## src/rtl/stash_sequencer_if.sv

```systemverilog
// rtl/stash_sequencer_if.sv - Button/producer inputs and Stash control outputs of the stash sequencer.
interface stash_sequencer_if #(
   parameter int POS_W = 3
);
   logic             src_valid;
   logic             btn_hold;
   logic             btn_next;
   logic             btn_auto;
   logic             stash_write;
   logic             stash_next;
   logic [1:0]       mode;
   logic [POS_W-1:0] browse_pos;
   logic [7:0]       dropped_cnt;

   modport master (
      input  src_valid, btn_hold, btn_next, btn_auto,
      output stash_write, stash_next, mode, browse_pos, dropped_cnt
   );

   modport slave (
      output src_valid, btn_hold, btn_next, btn_auto,
      input  stash_write, stash_next, mode, browse_pos, dropped_cnt
   );
endinterface

```

## src/rtl/stash_sequencer.sv

```systemverilog
// rtl/stash_sequencer.sv - LIVE/BROWSE/AUTO sequencer driving Stash write/next strobes.
// Optional button debounce filter enabled by defining STASH_SEQ_DEBOUNCE_EN.
module stash_sequencer #(
   parameter  int DEPTH           = 5,
   parameter  int AUTO_PERIOD     = 50000000,
`ifdef STASH_SEQ_DEBOUNCE_EN
   parameter  int DEBOUNCE_CYCLES = 1000000,
`endif
   localparam int POS_W           = (DEPTH > 1) ? $clog2(DEPTH) : 1
) (
   input logic               clk,
   input logic               reset,
   stash_sequencer_if.master bus
);
   localparam int TMR_W = $clog2(AUTO_PERIOD);

   typedef enum logic [1:0] {
      LIVE   = 2'b00,
      BROWSE = 2'b01,
      AUTO   = 2'b10
   } mode_e;

   logic [2:0] btn_raw;
   logic [2:0] sync1_q, sync2_q;
   logic [2:0] level;
   logic [2:0] level_prev_q;
   logic [2:0] ev;
   logic       ev_hold, ev_next, ev_auto;

   assign btn_raw = {bus.btn_auto, bus.btn_next, bus.btn_hold};

   always_ff @(posedge clk or posedge reset) begin
      if (reset) begin
         sync1_q <= '0;
         sync2_q <= '0;
      end else begin
         sync1_q <= btn_raw;
         sync2_q <= sync1_q;
      end
   end

`ifdef STASH_SEQ_DEBOUNCE_EN
   localparam int DB_W = $clog2(DEBOUNCE_CYCLES + 1);

   logic [2:0]      filt_q;
   logic [DB_W-1:0] db_cnt_q [3];

   // Filtered level follows the synchronised level only after DEBOUNCE_CYCLES differing samples in a row.
   always_ff @(posedge clk or posedge reset) begin
      if (reset) begin
         filt_q <= '0;
         for (int i = 0; i < 3; i++) db_cnt_q[i] <= '0;
      end else begin
         for (int i = 0; i < 3; i++) begin
            if (sync2_q[i] == filt_q[i]) begin
               db_cnt_q[i] <= '0;
            end else if (db_cnt_q[i] == DB_W'(DEBOUNCE_CYCLES - 1)) begin
               filt_q[i]   <= sync2_q[i];
               db_cnt_q[i] <= '0;
            end else begin
               db_cnt_q[i] <= db_cnt_q[i] + 1'b1;
            end
         end
      end
   end

   assign level = filt_q;
`else
   assign level = sync2_q;
`endif

   always_ff @(posedge clk or posedge reset) begin
      if (reset) level_prev_q <= '0;
      else       level_prev_q <= level;
   end

   assign ev      = level & ~level_prev_q;
   assign ev_hold = ev[0];
   assign ev_next = ev[1];
   assign ev_auto = ev[2];

   mode_e            mode_q, mode_d;
   logic             write_q, write_d;
   logic             next_q, next_d;
   logic [POS_W-1:0] pos_q, pos_d, pos_inc;
   logic [7:0]       drop_q, drop_d, drop_inc;
   logic [TMR_W-1:0] timer_q, timer_d;
   logic [POS_W-1:0] rev_q, rev_d;
   logic             pend_q, pend_d;

   always_ff @(posedge clk or posedge reset) begin
      if (reset) begin
         mode_q  <= LIVE;
         write_q <= 1'b0;
         next_q  <= 1'b0;
         pos_q   <= '0;
         drop_q  <= '0;
         timer_q <= '0;
         rev_q   <= '0;
         pend_q  <= 1'b0;
      end else begin
         mode_q  <= mode_d;
         write_q <= write_d;
         next_q  <= next_d;
         pos_q   <= pos_d;
         drop_q  <= drop_d;
         timer_q <= timer_d;
         rev_q   <= rev_d;
         pend_q  <= pend_d;
      end
   end

   always_comb begin
      mode_d   = mode_q;
      write_d  = 1'b0;
      next_d   = 1'b0;
      pos_d    = pos_q;
      drop_d   = drop_q;
      timer_d  = timer_q;
      rev_d    = rev_q;
      pend_d   = pend_q;
      drop_inc = (drop_q == 8'hFF) ? drop_q : drop_q + 8'd1;
      pos_inc  = (pos_q == POS_W'(DEPTH - 1)) ? '0 : pos_q + 1'b1;

      case (mode_q)
         LIVE: begin
            write_d = bus.src_valid;
            pend_d  = 1'b0;
            timer_d = '0;
            if (ev_hold) begin
               mode_d = BROWSE;
               pos_d  = '0;
            end else if (ev_auto) begin
               mode_d = AUTO;
               pos_d  = '0;
               rev_d  = '0;
            end
         end
         BROWSE: begin
            if (bus.src_valid) drop_d = drop_inc;
            if (ev_hold) begin
               mode_d = LIVE;
               pos_d  = '0;
               drop_d = '0;
               pend_d = 1'b0;
            end else if (ev_auto) begin
               mode_d  = AUTO;
               timer_d = '0;
               rev_d   = '0;
               pend_d  = 1'b0;
            end else if (ev_next || pend_q) begin
               // A step requested while the previous pulse is still high waits one cycle.
               if (next_q) begin
                  pend_d = 1'b1;
               end else begin
                  next_d = 1'b1;
                  pos_d  = pos_inc;
                  pend_d = 1'b0;
               end
            end
         end
         AUTO: begin
            if (bus.src_valid) drop_d = drop_inc;
            if (ev_hold) begin
               mode_d  = LIVE;
               pos_d   = '0;
               drop_d  = '0;
               timer_d = '0;
            end else if (ev_auto) begin
               mode_d  = BROWSE;
               timer_d = '0;
            end else if (timer_q == TMR_W'(AUTO_PERIOD - 1)) begin
               next_d  = 1'b1;
               pos_d   = pos_inc;
               timer_d = '0;
               rev_d   = rev_q + 1'b1;
               if (rev_q == POS_W'(DEPTH - 1)) mode_d = BROWSE;
            end else begin
               timer_d = timer_q + 1'b1;
            end
         end
         default: begin
            mode_d  = LIVE;
            pos_d   = '0;
            drop_d  = '0;
            timer_d = '0;
            pend_d  = 1'b0;
         end
      endcase
   end

   assign bus.stash_write = write_q;
   assign bus.stash_next  = next_q;
   assign bus.mode        = mode_q;
   assign bus.browse_pos  = pos_q;
   assign bus.dropped_cnt = drop_q;
endmodule

```

## src/flat_wrapper.sv

```systemverilog
// flat-port wrapper written by rule: the top's interface ports become plain ports
module stash_sequencer_flat 
#(
   parameter  int DEPTH           = 5,
   parameter  int AUTO_PERIOD     = 50000000,

   localparam int POS_W           = (DEPTH > 1) ? $clog2(DEPTH) : 1
)
  (clk, reset, bus_src_valid, bus_btn_hold, bus_btn_next, bus_btn_auto, bus_stash_write, bus_stash_next, bus_mode, bus_browse_pos, bus_dropped_cnt);
  stash_sequencer_if #(.POS_W(3)) bus_i ();
  input logic clk;
  input logic reset;
  input wire logic [$bits(bus_i.src_valid)-1:0] bus_src_valid;
  input wire logic [$bits(bus_i.btn_hold)-1:0] bus_btn_hold;
  input wire logic [$bits(bus_i.btn_next)-1:0] bus_btn_next;
  input wire logic [$bits(bus_i.btn_auto)-1:0] bus_btn_auto;
  output wire logic [$bits(bus_i.stash_write)-1:0] bus_stash_write;
  output wire logic [$bits(bus_i.stash_next)-1:0] bus_stash_next;
  output wire logic [$bits(bus_i.mode)-1:0] bus_mode;
  output wire logic [$bits(bus_i.browse_pos)-1:0] bus_browse_pos;
  output wire logic [$bits(bus_i.dropped_cnt)-1:0] bus_dropped_cnt;
  assign bus_i.src_valid = bus_src_valid;
  assign bus_i.btn_hold = bus_btn_hold;
  assign bus_i.btn_next = bus_btn_next;
  assign bus_i.btn_auto = bus_btn_auto;
  assign bus_stash_write = bus_i.stash_write;
  assign bus_stash_next = bus_i.stash_next;
  assign bus_mode = bus_i.mode;
  assign bus_browse_pos = bus_i.browse_pos;
  assign bus_dropped_cnt = bus_i.dropped_cnt;
  stash_sequencer #(.DEPTH(DEPTH), .AUTO_PERIOD(AUTO_PERIOD)) u_core (.clk(clk), .reset(reset), .bus(bus_i));
endmodule
```

## config.mk

```make
export PLATFORM = sky130hd
export DESIGN_NAME = stash_sequencer_flat
export DESIGN_NICKNAME = d
export VERILOG_FILES = /design/src/rtl/stash_sequencer_if.sv /design/src/rtl/stash_sequencer.sv /design/src/flat_wrapper.sv
export SDC_FILE = /design/constraint.sdc
export NUM_CORES = 1
export LEC_CHECK = 0
export CORE_UTILIZATION = 31
export DETAILED_ROUTE_END_ITERATION = 10
export GPL_ROUTABILITY_DRIVEN = 0
export GPL_TIMING_DRIVEN = 0
export SLEW_MARGIN = 20
export SYNTH_ARGS = -nofsm -noshare
export SYNTH_HDL_FRONTEND = slang
export SYNTH_SLANG_ARGS = --single-unit
```

## constraint.sdc

```tcl
create_clock -name clk -period 5.88 [get_ports clk]
set_input_delay 1.176 -clock clk [delete_from_list [all_inputs] [get_ports clk]]
set_output_delay 1.176 -clock clk [all_outputs]
set_load 0.05 [all_outputs]
```

==> results.toml <==
[outcome]
status = "finished, final reports clean"

[global_routing]
antenna_found_initial = 0
grt_pass1_wl_mm = 11.1
grt.total_usage_pct = 14.1
grt_pass1_vias = 2320
grt-ovfl-total = 0
grt_max_degree = 55

[logic_synthesis]
synth-seq-cells = 54
syn_area_per_cell_um2 = 9.57
async_flop_share_pct = 100
syn_area_um2 = 2910
synth_nets = 320
synth_edf_count = 0
syn_inst = 304
synth_top_cell_area_share_pct = 46.4
synth.area.top_cells = "dfrtp_1 (46%), xnor2_1 (6.3%), nor2_1 (4.4%), ha_1 (4.3%), nand2_1 (4.0%)"
synth_top_area_cell = "dfrtp_1"
synthDistinctLibCells = 50
ys_warn_count = 0
ys_seq_area_share_pct = 46.4
ys.flop_type = "dfrtp_1"

[cts]
cts_post_setup_buffers_inserted = 0
worstSkewPairLatency_ns = 0.31
cts_tree = "yes"
cts-resized-gates = 0
cts.htree.levels = 2
numCtsBuffers = 5
ctsLongestPathBuffers = 2
root_buffer = "clkbuf_8"
path_clk_slew_ns = 0.11
cts_sinks = 54
ctsHoldBuffers = 0

[worst_setup_path]
path_cells = "clkdlybuf4s50_1"
start_kind = "flop"
worstPathArrival_ns = 1.66
crit_path_max_incr_delay_ns = 0.85
cp_slowest_cell = "clkdlybuf4s50_1"
cp_max_fo = 7
cpLargestDelayFamily = "buffers and inverters"
crit_type = "flop to primary output"
crit_path_end_kind = "primary output"
required_ns = 4.70
critPathBufInv = 1

[die]
coreArea_um2 = 8890
start_util_pct = 32.7
io_pins = 21
die_h_um = 98.9
dieArea_um2 = 9780
placementRows = 34
dieWidth_um = 98.9

[cells_and_area]
area_growth_pct = 15.4
fin_cells = 440
final_core_util_pct = 37.8
ff_latch_area_um2 = 1350
nets = 347
drive_gt1_share_pct = 3.61
diodes = 0
fillerInstances = 883
multi_input_area_um2 = 1470

[timing]
tightest_slew_ns = 0.712
slew_viol_final = 0
setup_viol = 0
final.setup.tns_ns = 0
rsz0062_at_grt = "no"
fin_crit_sh_pct = 48.2
timing.hold.ws_ns = 0.357
finalHoldViolations = 0
max_freq_mhz = 353
period_needed_ns = 2.83
max_slew_margin_pct = 52.5
fin_skew_ns = 0.00932

[placement]
dp_hpwl_mm = 4.43
post-place-cells = 432
io_buffer_count = 20

[routing]
routed_via_density = 5.35
drt-total-wl_mm = 6.42
dr.pass1.iters = 4
ant_nets = 0
drtIter0Drc = 120
wl_per_cell_um = 14.6
drc = 0
num_vias = 2356

[power]
p_total_uw = 1090
power.density_nw_per_um2 = 323
power_leakage_uw = 0.00125
vdd.ir_drop.worst_mv = 0.195

[flow_run]
cap_viol_max_count = 0

[worst_hold_path]
timing.hold.worst.class = "flop to flop"
-- sequential cells by signal, indices dropped and copies added, names as in the netlist --
register	count
u_core.bus.dropped_cnt	8
u_core.level	3
u_core.bus.browse_pos	3
u_core.level_prev_q	3
u_core.timer_q	26
u_core.rev_q	3
u_core.sync1_q	3
u_core.bus.mode	2
u_core.bus.stash_next	1
u_core.bus.stash_write	1
u_core.pend_q	1
-- synth_stat cells (all sizes together) (2+ instances only) --
cell type	number
inv	11
a21oi	7
nand4b	2
and2	2
a21o	2
dfrtp	54
clkbuf	10
o21ai	11
nand3	14
o31ai	4
a31oi	2
and4	4
and3	3
nor4b	11
or4	2
nor2b	5
buf	2
o221ai	2
xnor2	21
nand4	11
nand2b	2
or2	2
ha	10
nor2	34
o211ai	5
a22o	2
nor4	10
mux2i	3
nand3b	2
nand2	31
nor3	5
nor3b	4
-- stage by stage --
step | setup slack, ns | instance area [um^2]
final | 3.05 | 3360
after global routing | 2.99 | 3360
after CTS | 3.04 | 3360
after detailed placement | 2.97 | 3250
after global placement | 2.28 | 3250
after floorplan | 3.39 | 2910
-- path summary, 6_finish.rpt --
kind	start	to	slack, ns	depth (start not counted)
min in group asynchronous	reset	u_core.bus.stash_write	1.31	2
worst min register to register	u_core.sync1_q[2]	u_core.level[2]	0.36	0
worst max register to register	u_core.bus.mode[1]	u_core.timer_q[23]	3.47	7
worst min-delay path	u_core.sync1_q[2]	u_core.level[2]	0.36	0
max in group asynchronous	reset	u_core.timer_q[14]	4.09	2
worst max-delay path	u_core.bus.mode[1]	bus_mode[1]	3.05	1
-- cell usage in the layout, fill, tap and decap left out, types with 11 or more instances in the layout --
master           netlist  routed
dfrtp_1               54      54
nor2_1                34      34
nand2_1               31      31
xnor2_1               21      21
clkdlybuf4s50_1        0      20
nand3_1               13      13
nor4b_1               11      11
nand4_1               11      11
clkbuf_1              10      11
o21ai_0               11      11
-- metal layers --
metal,global-route usage (%),vias up,part of all wire [%]
met3,2.70,2,2.6
met5,0,-,0
met4,3.44,0,0.53
met2,22.6,39,46
met1,19.7,1165,51
li1,-,1150,-
-- layout make-up --
cell class	count	area share (%)
multi-input cells	227	43.6
flip-flops and latches	54	40.2
repair buffers	20	5.96
well taps	108	4.02
clock buffers	6	2.16
plain buffers	12	1.56
inverters	11	1.30
clock inverters	2	1.12
-- report_power, final --
part	leakage [uW]	switching, uW	internal [uW]
registers	0.000729	30.5	396
clock network	0.0000514	129	127
logic	0.000470	281	122
-- cell families (layout without fill, tap and decap cells) --
group                      after synthesis  count (layout)  share of synthesized area, %
AOI/OAI and AO/OA                       46              46                          10.8
xor gates and xnor gates                22              22                          6.62
adders and majority gates               10              10                          4.30
buffers and inverters                   23              51                          3.22
DFF                                     54              54                          46.4
muxes                                    3               3                          1.03
and+or+nand+nor                        146             146                          27.6
Power figures use the tool's default switching activity.
